===== src/rtl/frequency_generator_if.sv =====
// Control and status bundle for frequency_generator.
//   enable      : level, permits generation
//   start       : one-cycle request to begin output
//   half_period : requested half-period in clk cycles
//   period_load : captures half_period when high
//   burst_len   : rising edges per burst, 0 = continuous
//   signal      : generated square wave
//   busy        : generator is not idle
//   done        : one-cycle pulse at burst completion
//   edge_count  : rising edges generated since start
//   dbg_state   : current FSM state (IDLE=0, HIGH=1, LOW=2)
interface frequency_generator_if;
  logic        enable;
  logic        start;
  logic [11:0] half_period;
  logic        period_load;
  logic [6:0]  burst_len;
  logic        signal;
  logic        busy;
  logic        done;
  logic [6:0]  edge_count;
  logic [1:0]  dbg_state;

  modport master (
    output enable, start, half_period, period_load, burst_len,
    input  signal, busy, done, edge_count, dbg_state
  );

  modport slave (
    input  enable, start, half_period, period_load, burst_len,
    output signal, busy, done, edge_count, dbg_state
  );
endinterface


===== src/rtl/frequency_generator.sv =====
// Programmable square-wave generator with burst and continuous modes.
// Ports:
//   clk   : single clock, all state updates on the rising edge
//   reset : asynchronous, active-high
//   bus   : frequency_generator_if.slave (controls in, registered status out)
// Each phase (HIGH or LOW) lasts hp clk cycles. A new half-period may be loaded
// at any time; it takes effect only at a phase boundary so no phase is cut short.
module frequency_generator #(
  parameter logic [11:0] DEFAULT_HALF_PERIOD = 12'd50
) (
  input logic                  clk,
  input logic                  reset,
  frequency_generator_if.slave bus
);

  typedef enum logic [1:0] {
    StIdle = 2'd0,
    StHigh = 2'd1,
    StLow  = 2'd2
  } state_e;

  state_e      state_q;
  logic        signal_q;
  logic        busy_q;
  logic        done_q;
  logic [6:0]  edge_count_q;
  logic [6:0]  burst_q;
  logic [11:0] cnt_q;
  logic [11:0] pending_q;
  logic [11:0] hp_q;

  logic [11:0] load_val;
  logic [11:0] next_hp;

  // A zero half-period is meaningless; clamp it to one cycle. next_hp is the
  // value hp takes when it is refreshed this cycle, so a load that lands on a
  // phase boundary already governs the following phase.
  always_comb begin
    load_val = (bus.half_period == 12'd0) ? 12'd1 : bus.half_period;
    next_hp  = bus.period_load ? load_val : pending_q;
  end

  always_ff @(posedge clk or posedge reset) begin
    if (reset) begin
      state_q      <= StIdle;
      signal_q     <= 1'b0;
      busy_q       <= 1'b0;
      done_q       <= 1'b0;
      edge_count_q <= 7'd0;
      burst_q      <= 7'd0;
      cnt_q        <= 12'd0;
      pending_q    <= DEFAULT_HALF_PERIOD;
      hp_q         <= DEFAULT_HALF_PERIOD;
    end else begin
      done_q <= 1'b0;
      if (bus.period_load) begin
        pending_q <= load_val;
      end

      case (state_q)
        StIdle: begin
          hp_q     <= next_hp;
          signal_q <= 1'b0;
          busy_q   <= 1'b0;
          cnt_q    <= 12'd0;
          if (bus.start && bus.enable) begin
            state_q      <= StHigh;
            signal_q     <= 1'b1;
            busy_q       <= 1'b1;
            edge_count_q <= 7'd1;
            cnt_q        <= hp_q - 12'd1;
            burst_q      <= bus.burst_len;
          end
        end

        StHigh: begin
          if (cnt_q == 12'd0) begin
            state_q  <= StLow;
            signal_q <= 1'b0;
            hp_q     <= next_hp;
            cnt_q    <= next_hp - 12'd1;
          end else begin
            cnt_q <= cnt_q - 12'd1;
          end
        end

        StLow: begin
          if (cnt_q == 12'd0) begin
            hp_q <= next_hp;
            if ((burst_q != 7'd0) && (edge_count_q == burst_q)) begin
              state_q <= StIdle;
              busy_q  <= 1'b0;
              done_q  <= 1'b1;
              cnt_q   <= 12'd0;
            end else if (!bus.enable) begin
              // enable is only honoured here, after a full LOW phase
              state_q <= StIdle;
              busy_q  <= 1'b0;
              cnt_q   <= 12'd0;
            end else begin
              state_q      <= StHigh;
              signal_q     <= 1'b1;
              edge_count_q <= edge_count_q + 7'd1;  // wraps 127 -> 0
              cnt_q        <= next_hp - 12'd1;
            end
          end else begin
            cnt_q <= cnt_q - 12'd1;
          end
        end

        default: begin
          // unused encoding 3: recover to idle
          state_q  <= StIdle;
          signal_q <= 1'b0;
          busy_q   <= 1'b0;
          cnt_q    <= 12'd0;
        end
      endcase
    end
  end

  assign bus.signal     = signal_q;
  assign bus.busy       = busy_q;
  assign bus.done       = done_q;
  assign bus.edge_count = edge_count_q;
  assign bus.dbg_state  = state_q;

endmodule


===== src/flat_wrapper.sv =====
// flat-port wrapper written by rule: the top's interface ports become plain ports
module frequency_generator_flat 
#(
  parameter logic [11:0] DEFAULT_HALF_PERIOD = 12'd50
)
  (clk, reset, bus_enable, bus_start, bus_half_period, bus_period_load, bus_burst_len, bus_signal, bus_busy, bus_done, bus_edge_count, bus_dbg_state);
  frequency_generator_if bus_i ();
  input logic clk;
  input logic reset;
  input wire logic [$bits(bus_i.enable)-1:0] bus_enable;
  input wire logic [$bits(bus_i.start)-1:0] bus_start;
  input wire logic [$bits(bus_i.half_period)-1:0] bus_half_period;
  input wire logic [$bits(bus_i.period_load)-1:0] bus_period_load;
  input wire logic [$bits(bus_i.burst_len)-1:0] bus_burst_len;
  output wire logic [$bits(bus_i.signal)-1:0] bus_signal;
  output wire logic [$bits(bus_i.busy)-1:0] bus_busy;
  output wire logic [$bits(bus_i.done)-1:0] bus_done;
  output wire logic [$bits(bus_i.edge_count)-1:0] bus_edge_count;
  output wire logic [$bits(bus_i.dbg_state)-1:0] bus_dbg_state;
  assign bus_i.enable = bus_enable;
  assign bus_i.start = bus_start;
  assign bus_i.half_period = bus_half_period;
  assign bus_i.period_load = bus_period_load;
  assign bus_i.burst_len = bus_burst_len;
  assign bus_signal = bus_i.signal;
  assign bus_busy = bus_i.busy;
  assign bus_done = bus_i.done;
  assign bus_edge_count = bus_i.edge_count;
  assign bus_dbg_state = bus_i.dbg_state;
  frequency_generator #(.DEFAULT_HALF_PERIOD(DEFAULT_HALF_PERIOD)) u_core (.clk(clk), .reset(reset), .bus(bus_i));
endmodule

===== config.mk =====
export PLATFORM = sky130hd
export DESIGN_NAME = frequency_generator_flat
export DESIGN_NICKNAME = d
export VERILOG_FILES = /design/src/rtl/frequency_generator_if.sv /design/src/rtl/frequency_generator.sv /design/src/flat_wrapper.sv
export SDC_FILE = /design/constraint.sdc
export NUM_CORES = 1
export LEC_CHECK = 0
export ABC_AREA = 1
export CAP_MARGIN = 20
export CORE_ASPECT_RATIO = 1.1
export CORE_UTILIZATION = 50
export CTS_CLUSTER_SIZE = 12
export DETAILED_ROUTE_END_ITERATION = 6
export DONT_BUFFER_PORTS = 1
export PLACE_DENSITY = 0.68
export SYNTH_ARGS = -nofsm -noshare
export SYNTH_HDL_FRONTEND = slang
export SYNTH_SLANG_ARGS = --single-unit

===== constraint.sdc =====
create_clock -name clk -period 1.55 [get_ports clk]
set_input_delay 0.31 -clock clk [delete_from_list [all_inputs] [get_ports clk]]
set_output_delay 0.31 -clock clk [all_outputs]
set_load 0.005 [all_outputs]

==> run_results.csv, run 1 <==
group,metric,value,unit
status,status,"finished with violations",
status,failed_checks,"setup timing",
detailed_routing,detailedRoute.firstIterationViolations,143,
yosys,synth.area.mux_share,0,%
global_routing,grt_pass1_vias,3214,
detailed_routing,routed_wire_length_per_instance,14.6,um
detailed_routing,wl_met3,292,um
worst_setup_path,cp_max_fo,7,
yosys,synth-async-reset-ratio,100,%
clock_tree,cts_root_buf,"sky130_fd_sc_hd__clkbuf_8",
clock_tree,numCtsBuffers,5,
yosys,synth-simple-area-share,32.8,%
clock_tree,clkLatencyLatePin,0.32,ns
finish,final_nets,577,
job,drv.max_cap_violation_count,0,
detailed_routing,remaining_drc_errors,0,
clock_tree,path_clk_slew,0.10,ns
sta,hold_ws,0.104,ns
clock_tree,clock_sinks,55,
detailed_routing,drt-pass1-iter-count,4,
floorplanning,floorplan.initialDensity,52.2,%
floorplanning,fp.coreArea,6630,sq um
floorplanning,core.rowCount,31,
clock_tree,cts-root-to-sink-buffers,2,
sta,fin_ws,-0.187,ns
global_routing,grt_pass1_wl,14.5,mm
power_and_ir_drop,total_power,8.46,mW
yosys,synth_xor_xnor_area_share,5.06,%
yosys,summed_instance_area_of_the_synthesized_netlist,3460,sq um
detailed_routing,num_vias,3290,
sta,slew_headroom,66.3,%
yosys,synthCells,456,
yosys,postSynthRegisterBits,55,
finish,layout.core_utilization,69.8,%
worst_setup_path,reg2regPathDepth,11,
global_routing,initial_antenna_violation_count,0,
detailed_routing,wl_met2,4.60,mm
detailed_routing,route.detailed.vias_per_inst,5.24,
min_path,timing.hold.worst_path_depth,2,
power_and_ir_drop,power.leakage,2.22,nW
yosys,synth_enable_flop_cells,0,
place,post-dp-hpwl,6.56,mm
finish,final_common_cell,"sky130_fd_sc_hd__nand2_1",
finish,drive_above_1_share,39.0,%
place,placement.setup.worst_slack,-0.254,ns
detailed_routing,wirelength_met1,4.09,mm
yosys,synth_adder_area_share,2.89,%
detailed_routing,antenna_violating_nets_post_route,0,
finish,final.fill_count,507,
worst_setup_path,critical_path_data_required_time,1.76,ns
finish,areaGrowthSynthToFinish,33.9,%
finish,multiInputGateArea,2110,sq um
worst_setup_path,timing.critical_path.from_type,"flop",
floorplanning,floorplan.die.width,81.3,um
sta,min_period_over_period,112,%
worst_setup_path,end_kind,"flop",
yosys,synth.avg_cell_area,7.59,sq um
sta,worstMarginPinSlew,0.504,ns
floorplanning,fp.dieArea,7260,sq um
place,rd_place_congestion,0.878,
sta,timing.final.max_slew_violations,0,
min_path,min_path_type,"in -> reg",
sta,hold_viol_final,0,
yosys,ys_seq_area_share,40.0,%
global_routing,grt_use_total,26.7,%
place,port_buffer_count,0,
place,placed_cell_area,4150,sq um
finish,seqCellArea,1380,sq um
yosys,synth.net_count,488,
sta,setup_repair_after_global_routing_missed_its_margin,"true",
sta,finClkSkew,0.00683,ns
floorplanning,io_pins,36,
detailed_routing,wirelength,9.15,mm
power_and_ir_drop,ir_worst_vdd,0.00111,V
yosys,netlist-cell-type-count,38,
yosys,synth_top_family_by_area,"simple AND/OR/NAND/NOR gates",
sta,post-route-min-period,1.74,ns
detailed_routing,routed.top_layer,"met4",
sta,timing.final.setup_violations,22,
global_routing,grt_start_max_net_pins,36,
floorplanning,floorplan.die.height,89.2,um
clock_tree,clock_tree_from_tritoncts,"yes",
finish,postLayoutCellArea,4630,sq um
sta,clock.fmax,0.576,GHz
yosys,yosys_warnings,0,
finish,n_antenna_cell,0,
worst_setup_path,worstSetupPathType,"reg -> reg",
yosys,share_of_the_synthesized_area_in_compound_gates_ao_oa_aoi_oai,11.9,%
yosys,synth_flop_cell,"sky130_fd_sc_hd__dfrtp_1",
finish,most-common-layout-cells,"sky130_fd_sc_hd__nand2_1, sky130_fd_sc_hd__buf_4, sky130_fd_sc_hd__dfrtp_1, sky130_fd_sc_hd__inv_1, sky130_fd_sc_hd__nor2_1",
clock_tree,cts_htree_levels,2,
power_and_ir_drop,total_power_divided_by_cell_area,1830,nW/um^2
worst_setup_path,worst-endpoint-arrival,1.95,ns
global_routing,globalRouteOverflowTotal,0,
-- per-stage QoR --
| stage | setup TNS [ns] | instances |
|---|---|---|
| final | -2.79 | 628 |
| after global routing | -5.54 | 628 |
| after CTS | -1.34 | 627 |
| after detailed placement | -4.76 | 609 |
| after global placement | -3.19 | 609 |
| after floorplan | -0.250 | 456 |
-- synth_stat cells, types with 5 or more instances --
master                      n  area share (%)
sky130_fd_sc_hd__xor2_1    11             2.8
sky130_fd_sc_hd__nand3_1   23             3.3
sky130_fd_sc_hd__nand2_1  135              15
sky130_fd_sc_hd__xnor2_1    9             2.3
sky130_fd_sc_hd__or2_2      9             1.6
sky130_fd_sc_hd__nand4_1   10             1.8
sky130_fd_sc_hd__ha_1       8             2.9
sky130_fd_sc_hd__a31oi_1    8             1.4
sky130_fd_sc_hd__dfstp_2    6             4.6
sky130_fd_sc_hd__nand2_2   14             2.5
sky130_fd_sc_hd__a21oi_1   12             1.7
sky130_fd_sc_hd__o21ai_1    7             1.0
sky130_fd_sc_hd__o21ai_2    8             2.0
sky130_fd_sc_hd__nor2_1    37             4.0
sky130_fd_sc_hd__nor2_2     5            0.90
sky130_fd_sc_hd__o21ai_0   18             2.6
sky130_fd_sc_hd__inv_1     42             4.6
sky130_fd_sc_hd__nor3_1     6            0.87
sky130_fd_sc_hd__dfrtp_1   49              35
-- flip-flops by register name (all words and copies together) (netlist names) --
signal                 cells
u_core.burst_q             7
u_core.bus.busy            1
u_core.bus.dbg_state       2
u_core.bus.done            1
u_core.bus.edge_count      7
u_core.bus.signal          1
u_core.cnt_q              12
u_core.hp_q               12
u_core.pending_q          12
-- critical path, cell delays in order, from the launching register on --
cell and delay [ns]:
sky130_fd_sc_hd__dfrtp_1 0.42, sky130_fd_sc_hd__inv_2 0.09, sky130_fd_sc_hd__ha_4 0.14, sky130_fd_sc_hd__inv_2 0.04, sky130_fd_sc_hd__nor2_4 0.07, sky130_fd_sc_hd__nand3b_1 0.09, sky130_fd_sc_hd__buf_6 0.15, sky130_fd_sc_hd__nand2_4 0.05
sky130_fd_sc_hd__o2111a_2 0.31, sky130_fd_sc_hd__nand2_8 0.14, sky130_fd_sc_hd__nand2_2 0.09, sky130_fd_sc_hd__nand2_1 0.05
-- where the power goes --
group	internal (mW)	switching (mW)	leakage, nW
Combinational	2.35	2.93	1.49
Clock	0.409	0.483	0.0515
Sequential	1.94	0.349	0.683
-- area by class of cell --
class	count	share of cell area [%]
multi-input cells	345	45.5
flip-flops and latches	55	29.9
repair buffers	93	16.3
inverters	45	3.89
well taps	82	2.22
clock buffers	8	2.16
-- cells by family (layout without fill, tap and decap cells) --
group | after synthesis | in the layout
adders and majority gates | 8 | 8
AOI/OAI and AO/OA | 65 | 65
DFF | 55 | 55
xor gates and xnor gates | 20 | 20
buffers and inverters | 57 | 146
and+or+nand+nor | 251 | 252
-- repair_timing --
item	4_1_cts	5_1_grt
endpoints found under the hold margin	20	0
pin swaps	6	10
resized for setup	38	50
setup endpoints to repair	36	36
hold buffers	1	0
setup buffers	8	3
gates cloned	1	0
-- routing by layer --
metal | vias up | track usage (%)
met5 | - | 0
met4 | 0 | 12.3
met3 | 18 | 3.98
met2 | 69 | 45.2
met1 | 1556 | 33.6
li1 | 1647 | -
-- final timing paths --
check / startpoint / endpoint / slack (ns)
hold reg to reg: u_core.hp_q[5] / u_core.hp_q[5] / 0.52
setup / recovery: u_core.cnt_q[1] / u_core.bus.edge_count[0] / -0.19
max in group asynchronous: reset / u_core.hp_q[5] / 0.46
min in group asynchronous: reset / u_core.cnt_q[8] / 0.50
setup reg to reg: u_core.cnt_q[1] / u_core.bus.edge_count[0] / -0.19
hold / removal: bus_burst_len[5] / u_core.burst_q[5] / 0.10
No activity file was read; power rests on OpenSTA's default activity.
==> inputs of run 2 (changes only) <==
==> constraint.sdc (replaced) <==
create_clock -name clk -period 1.55 [get_ports clk]
set_input_delay 0.0775 -clock clk [delete_from_list [all_inputs] [get_ports clk]]
set_output_delay 0.0775 -clock clk [all_outputs]
set_load 0.005 [all_outputs]
==> run_results.csv, run 2 (synthesis results as in run 1) <==
group,metric,value,unit
status,status,"finished with violations",
status,failed_checks,"setup timing",
place,port_buffer_count,0,
floorplanning,floorplan.die.height,89.2,um
floorplanning,floorplan.initialDensity,52.2,%
worst_setup_path,worst-endpoint-arrival,1.93,ns
detailed_routing,wirelength,8.98,mm
finish,final_common_cell,"sky130_fd_sc_hd__nand2_1",
global_routing,grt_pass1_vias,3140,
sta,setup_repair_after_global_routing_missed_its_margin,"true",
job,drv.max_cap_violation_count,0,
worst_setup_path,worstSetupPathType,"reg -> reg",
sta,min_period_over_period,113,%
global_routing,grt_start_max_net_pins,27,
global_routing,initial_antenna_violation_count,0,
worst_setup_path,critical_path_data_required_time,1.73,ns
floorplanning,core.rowCount,31,
place,rd_place_congestion,0.921,
floorplanning,io_pins,36,
clock_tree,clkLatencyLatePin,0.30,ns
clock_tree,clock_tree_from_tritoncts,"yes",
place,post-dp-hpwl,6.34,mm
floorplanning,fp.coreArea,6630,sq um
worst_setup_path,end_kind,"flop",
detailed_routing,remaining_drc_errors,0,
worst_setup_path,slowest_stage_delay_on_critical_path,0.40,ns
worst_setup_path,cp_max_fo,7,
min_path,min_path_type,"in -> reg",
detailed_routing,routed_wire_length_per_instance,14.1,um
sta,finClkSkew,0.00908,ns
worst_setup_path,critical_path.cell_chain,"nor2_2 -> nand3_2 -> nand3b_1 -> nand2_2 -> o2111a_2 -> nand2_8 -> nand2_2 -> nand2_1",
clock_tree,numCtsBuffers,5,
floorplanning,fp.dieArea,7260,sq um
finish,final_nets,585,
sta,fin_tns_setup,-4.33,ns
worst_setup_path,r2r_end,"u_core.bus.edge_count[0]",
worst_setup_path,reg2regPathDepth,8,
worst_setup_path,critPathCapture,"u_core.bus.edge_count[0]",
finish,drive_above_1_share,38.8,%
sta,slew_headroom,62.7,%
detailed_routing,num_vias,3295,
global_routing,grt_use_total,25.2,%
clock_tree,path_clk_slew,0.10,ns
worst_setup_path,timing.critical_path.mode_cell,"sky130_fd_sc_hd__nand2_2",
worst_setup_path,critical-path-slowest-cell,"sky130_fd_sc_hd__dfrtp_1",
global_routing,grt_pass1_wl,13.9,mm
power_and_ir_drop,power.leakage,2.24,nW
clock_tree,cts_root_buf,"sky130_fd_sc_hd__clkbuf_8",
detailed_routing,route.detailed.vias_per_inst,5.18,
finish,most-common-layout-cells,"sky130_fd_sc_hd__nand2_1, sky130_fd_sc_hd__buf_4, sky130_fd_sc_hd__dfrtp_1, sky130_fd_sc_hd__inv_1, sky130_fd_sc_hd__nand2_2",
sta,hold_viol_final,0,
worst_setup_path,reg2reg_setup_slack,-0.20,ns
worst_setup_path,worstSetupStartpoint,"u_core.cnt_q[9]",
power_and_ir_drop,total_power_divided_by_cell_area,1830,nW/um^2
sta,worstMarginPinSlew,0.559,ns
clock_tree,clock_sinks,55,
sta,hold_ws,0.0209,ns
place,dp.cells,596,
clock_tree,cts-root-to-sink-buffers,2,
finish,n_antenna_cell,0,
sta,timing.final.setup_violations,36,
finish,areaGrowthSynthToFinish,35.5,%
sta,post-route-min-period,1.75,ns
floorplanning,floorplan.die.width,81.3,um
detailed_routing,detailedRoute.firstIterationViolations,126,
finish,top_regs,"u_core.cnt_q x12, u_core.hp_q x12, u_core.pending_q x12",
worst_setup_path,timing.critical_path.from_type,"flop",
power_and_ir_drop,ir_worst_vdd,0.000915,V
sta,timing.final.max_slew_violations,0,
detailed_routing,drt-pass1-iter-count,4,
detailed_routing,antenna_violating_nets_post_route,0,
worst_setup_path,launch_point_of_the_worst_reg_to_reg_path,"u_core.cnt_q[9]",
finish,final_cells,636,
global_routing,globalRouteOverflowTotal,0,
clock_tree,cts_htree_levels,2,
finish,final.fill_count,509,
sta,clock.fmax,0.573,GHz
sta,fin_ws,-0.196,ns
==> run 2: changes by cell type in the layout (fill, tap and decap cells not counted), moves of 4 or more <==
cell | before | now
sky130_fd_sc_hd__nand2_1 | 117 | 110
sky130_fd_sc_hd__nand2_4 | 14 | 10
sky130_fd_sc_hd__dlygate4sd3_1 | 1 | 13
sky130_fd_sc_hd__buf_4 | 82 | 76
sky130_fd_sc_hd__nand2_2 | 22 | 33
==> run 2: worst min path at each step <==
stage / startpoint / end / slack, ns / cells past startpoint
after detailed placement: reset / u_core.pending_q[3] / 0.02 / 1
after CTS: bus_half_period[7] / u_core.pending_q[7] / 0.004 / 2
final: bus_half_period[7] / u_core.pending_q[7] / 0.02 / 2
after global routing: bus_period_load / u_core.pending_q[8] / 0.02 / 2
after floorplan: bus_burst_len[6] / u_core.burst_q[6] / 0.19 / 2
after global placement: reset / u_core.pending_q[3] / 0.03 / 1
==> run 2: report_power, final <==
part,internal (mW),total [mW],switching [mW]
Clock,0.317,0.772,0.455
Combinational,2.55,5.52,2.97
Sequential,1.94,2.31,0.364
==> run 2: timing repair <==
action | in CTS | in global routing
gates cloned | 1 | 2
endpoints found under the setup margin | 33 | 37
pin swaps | 18 | 20
buffers inserted | 12 | 6
resized for setup | 29 | 62
hold buffers | 13 | 0
hold endpoints to repair | 30 | 0
==> run 2: critical path, delay by kind of cell (launching register included) <==
kind | cells | cell delay (ns)
and+or+nand+nor | 7 | 0.91
DFF | 1 | 0.40
AOI/OAI and AO/OA | 1 | 0.32
==> run 2: layout make-up <==
type | instances | area, sq um | share of cell area [%]
clock buffer | 6 | 72.6 | 1.55
clock inverter | 2 | 12.5 | 0.267
inverter | 45 | 176 | 3.76
multi-input combinational | 345 | 2100 | 44.7
sequential | 55 | 1380 | 29.5
tap | 82 | 103 | 2.19
timing repair buffer | 100 | 833 | 17.8
timing repair inverter | 1 | 11.3 | 0.240
==> run 2: per-layer routing <==
metal / part of all wire, % / wire length, um / vias to the layer above / GRT usage, %
met5: 0 / 0 / - / 0
met4: 0.82 / 74 / 0 / 8.28
met3: 2.6 / 233 / 6 / 3.16
met2: 53 / 4730 / 51 / 43.8
met1: 44 / 3940 / 1581 / 32.3
li1: - / - / 1657 / -
==> run 2: through the flow <==
stage | instance area [sq um] | worst slack, ns | util (%) | total power, mW
floorplan | 3490 | -0.0610 | - | 5.02
global placement | 4040 | -0.141 | 61.0 | 6.43
detailed placement | 4040 | -0.217 | 61.0 | 6.55
CTS | 4430 | -0.129 | 66.7 | 7.84
global route | 4690 | -0.291 | 70.7 | 9.26
finish | 4690 | -0.196 | 70.7 | 8.60
==> inputs of run 3 (changes only) <==
Settings changed: CORE_UTILIZATION 50 to 37, PLACE_DENSITY 0.68 to not set.
==> run_results.csv, run 3 (synthesis results as in run 1) <==
group,metric,value,unit
detailed_routing,routed_wire_length_per_instance,14.0,um
min_path,timing.hold.worst_endpoint,"u_core.pending_q[10]",
sta,finClkSkew,0.0114,ns
power_and_ir_drop,total_power,8.96,mW
sta,slew_headroom,58.7,%
clock_tree,cts_htree_levels,2,
detailed_routing,num_vias,3357,
finish,final_common_cell,"sky130_fd_sc_hd__nand2_1",
detailed_routing,wirelength,9.46,mm
min_path,timing.hold.worst_path_depth,3,
finish,layout.core_utilization,54.5,%
detailed_routing,antenna_violating_nets_post_route,0,
worst_setup_path,cp_max_fo,7,
worst_setup_path,launch_point_of_the_worst_reg_to_reg_path,"u_core.cnt_q[1]",
sta,hold_viol_final,0,
worst_setup_path,worstSetupPathType,"reg -> reg",
place,port_buffer_count,0,
place,placed_cell_area,4110,sq um
sta,hold_ws,0.0372,ns
worst_setup_path,worst-endpoint-arrival,1.93,ns
global_routing,grt_start_max_net_pins,19,
worst_setup_path,reg2reg_setup_slack,-0.17,ns
sta,min_period_over_period,111,%
status,status,"finished with violations",
finish,areaGrowthSynthToFinish,41.3,%
power_and_ir_drop,total_power_divided_by_cell_area,1830,nW/um^2
job,drv.max_cap_violation_count,0,
sta,fin_tns_setup,-3.56,ns
floorplanning,floorplan.die.width,94.2,um
detailed_routing,wirelength_met1,3.99,mm
floorplanning,floorplan.initialDensity,38.6,%
global_routing,globalRouteOverflowTotal,0,
clock_tree,clkLatencyLatePin,0.32,ns
global_routing,grt_pass1_vias,3325,
finish,most-common-layout-cells,"sky130_fd_sc_hd__nand2_1, sky130_fd_sc_hd__buf_4, sky130_fd_sc_hd__dfrtp_1, sky130_fd_sc_hd__nand2_2, sky130_fd_sc_hd__inv_1",
sta,worstMarginPinSlew,0.615,ns
min_path,min_path_type,"in -> reg",
sta,post-route-min-period,1.72,ns
sta,timing.final.setup_violations,33,
global_routing,grt_use_total,20.1,%
place,dp.cells,631,
detailed_routing,routed.top_layer,"met4",
floorplanning,io_pins,36,
detailed_routing,wl_met3,397,um
finish,n_antenna_cell,0,
clock_tree,clock_sinks,55,
finish,drive_above_1_share,41.8,%
power_and_ir_drop,ir_worst_vdd,0.000948,V
place,post-dp-hpwl,6.71,mm
detailed_routing,route.detailed.vias_per_inst,4.98,
detailed_routing,wl_met2,4.95,mm
clock_tree,clock_tree_from_tritoncts,"yes",
place,rd_place_congestion,0.830,
floorplanning,fp.coreArea,8960,sq um
floorplanning,fp.dieArea,9740,sq um
detailed_routing,detailedRoute.firstIterationViolations,113,
clock_tree,cts-root-to-sink-buffers,2,
place,placement.setup.worst_slack,-0.296,ns
detailed_routing,drt-pass1-iter-count,4,
finish,top_regs,"u_core.cnt_q x12, u_core.hp_q x12, u_core.pending_q x12",
min_path,timing.hold.worst.start,"bus_period_load",
finish,postLayoutCellArea,4890,sq um
clock_tree,path_clk_slew,0.10,ns
worst_setup_path,r2r_end,"u_core.bus.edge_count[1]",
sta,clock.fmax,0.583,GHz
finish,final_cells,674,
floorplanning,floorplan.die.height,103,um
worst_setup_path,end_kind,"flop",
global_routing,initial_antenna_violation_count,0,
sta,setup_repair_after_global_routing_missed_its_margin,"true",
clock_tree,numCtsBuffers,5,
worst_setup_path,critical_path_data_required_time,1.76,ns
detailed_routing,remaining_drc_errors,0,
clock_tree,cts_root_buf,"sky130_fd_sc_hd__clkbuf_8",
power_and_ir_drop,power.leakage,2.30,nW
global_routing,grt_pass1_wl,15.1,mm
floorplanning,core.rowCount,36,
sta,timing.final.max_slew_violations,0,
sta,fin_ws,-0.166,ns
worst_setup_path,reg2regPathDepth,11,
finish,final_nets,591,
worst_setup_path,timing.critical_path.from_type,"flop",
status,failed_checks,"setup timing",
## run 3: cell count changes in the layout (fill, tap and decap cells not counted), sizes merged
cell and change:
dlygate4sd3 +1, buf +3, clkbuf +2, inv -1
dlymetal6s4s +1
## run 3: worst max-delay path, stage by stage, from the launching register on
cell and delay, ns:
sky130_fd_sc_hd__dfrtp_1 0.42, sky130_fd_sc_hd__inv_2 0.09, sky130_fd_sc_hd__ha_4 0.13, sky130_fd_sc_hd__inv_2 0.03, sky130_fd_sc_hd__nor2_1 0.09, sky130_fd_sc_hd__nand3b_1 0.09
sky130_fd_sc_hd__buf_6 0.15, sky130_fd_sc_hd__nand2_4 0.06, sky130_fd_sc_hd__o2111a_2 0.30, sky130_fd_sc_hd__nand2_8 0.12, sky130_fd_sc_hd__nand2_2 0.08, sky130_fd_sc_hd__o21ai_2 0.04
## run 3: how the worst max path moves through the flow
stage,cells past startpoint,slack (ns),start,to
finish,11,-0.17,u_core.cnt_q[1],u_core.bus.edge_count[1]
global route,11,-0.25,u_core.bus.edge_count[0],u_core.cnt_q[2]
CTS,11,-0.12,u_core.cnt_q[1],u_core.hp_q[6]
detailed placement,10,-0.30,u_core.cnt_q[1],u_core.bus.edge_count[4]
global placement,10,-0.24,u_core.cnt_q[3],u_core.cnt_q[7]
floorplan,12,-0.06,u_core.cnt_q[0],u_core.bus.edge_count[0]
## run 3: where the power goes
group	internal [mW]	switching, mW
sequential	1.94	0.384
combinational	2.75	3.10
clock	0.319	0.471
## run 3: area by class of cell
type | count | area [sq um]
sequential | 55 | 1380
timing repair buffer | 106 | 900
clock buffer | 7 | 76.3
clock inverter | 1 | 5.00
fill | 772 | 4080
tap | 114 | 143
multi-input combinational | 345 | 2190
inverter | 45 | 184
timing repair inverter | 1 | 7.51
## run 3: metal layers
layer | vias up | global-route usage (%)
li1 | 1675 | -
met1 | 1603 | 23.9
met2 | 70 | 36.0
met3 | 9 | 4.31
met4 | 0 | 6.51
met5 | - | 0
## run 3: repair_timing
action	in CTS	in global routing
endpoints found under the hold margin	63	2
hold buffers	13	2
resized for setup	46	64
setup endpoints to repair	36	35
pin swaps	20	33
setup buffers	8	10
gates cloned	1	2
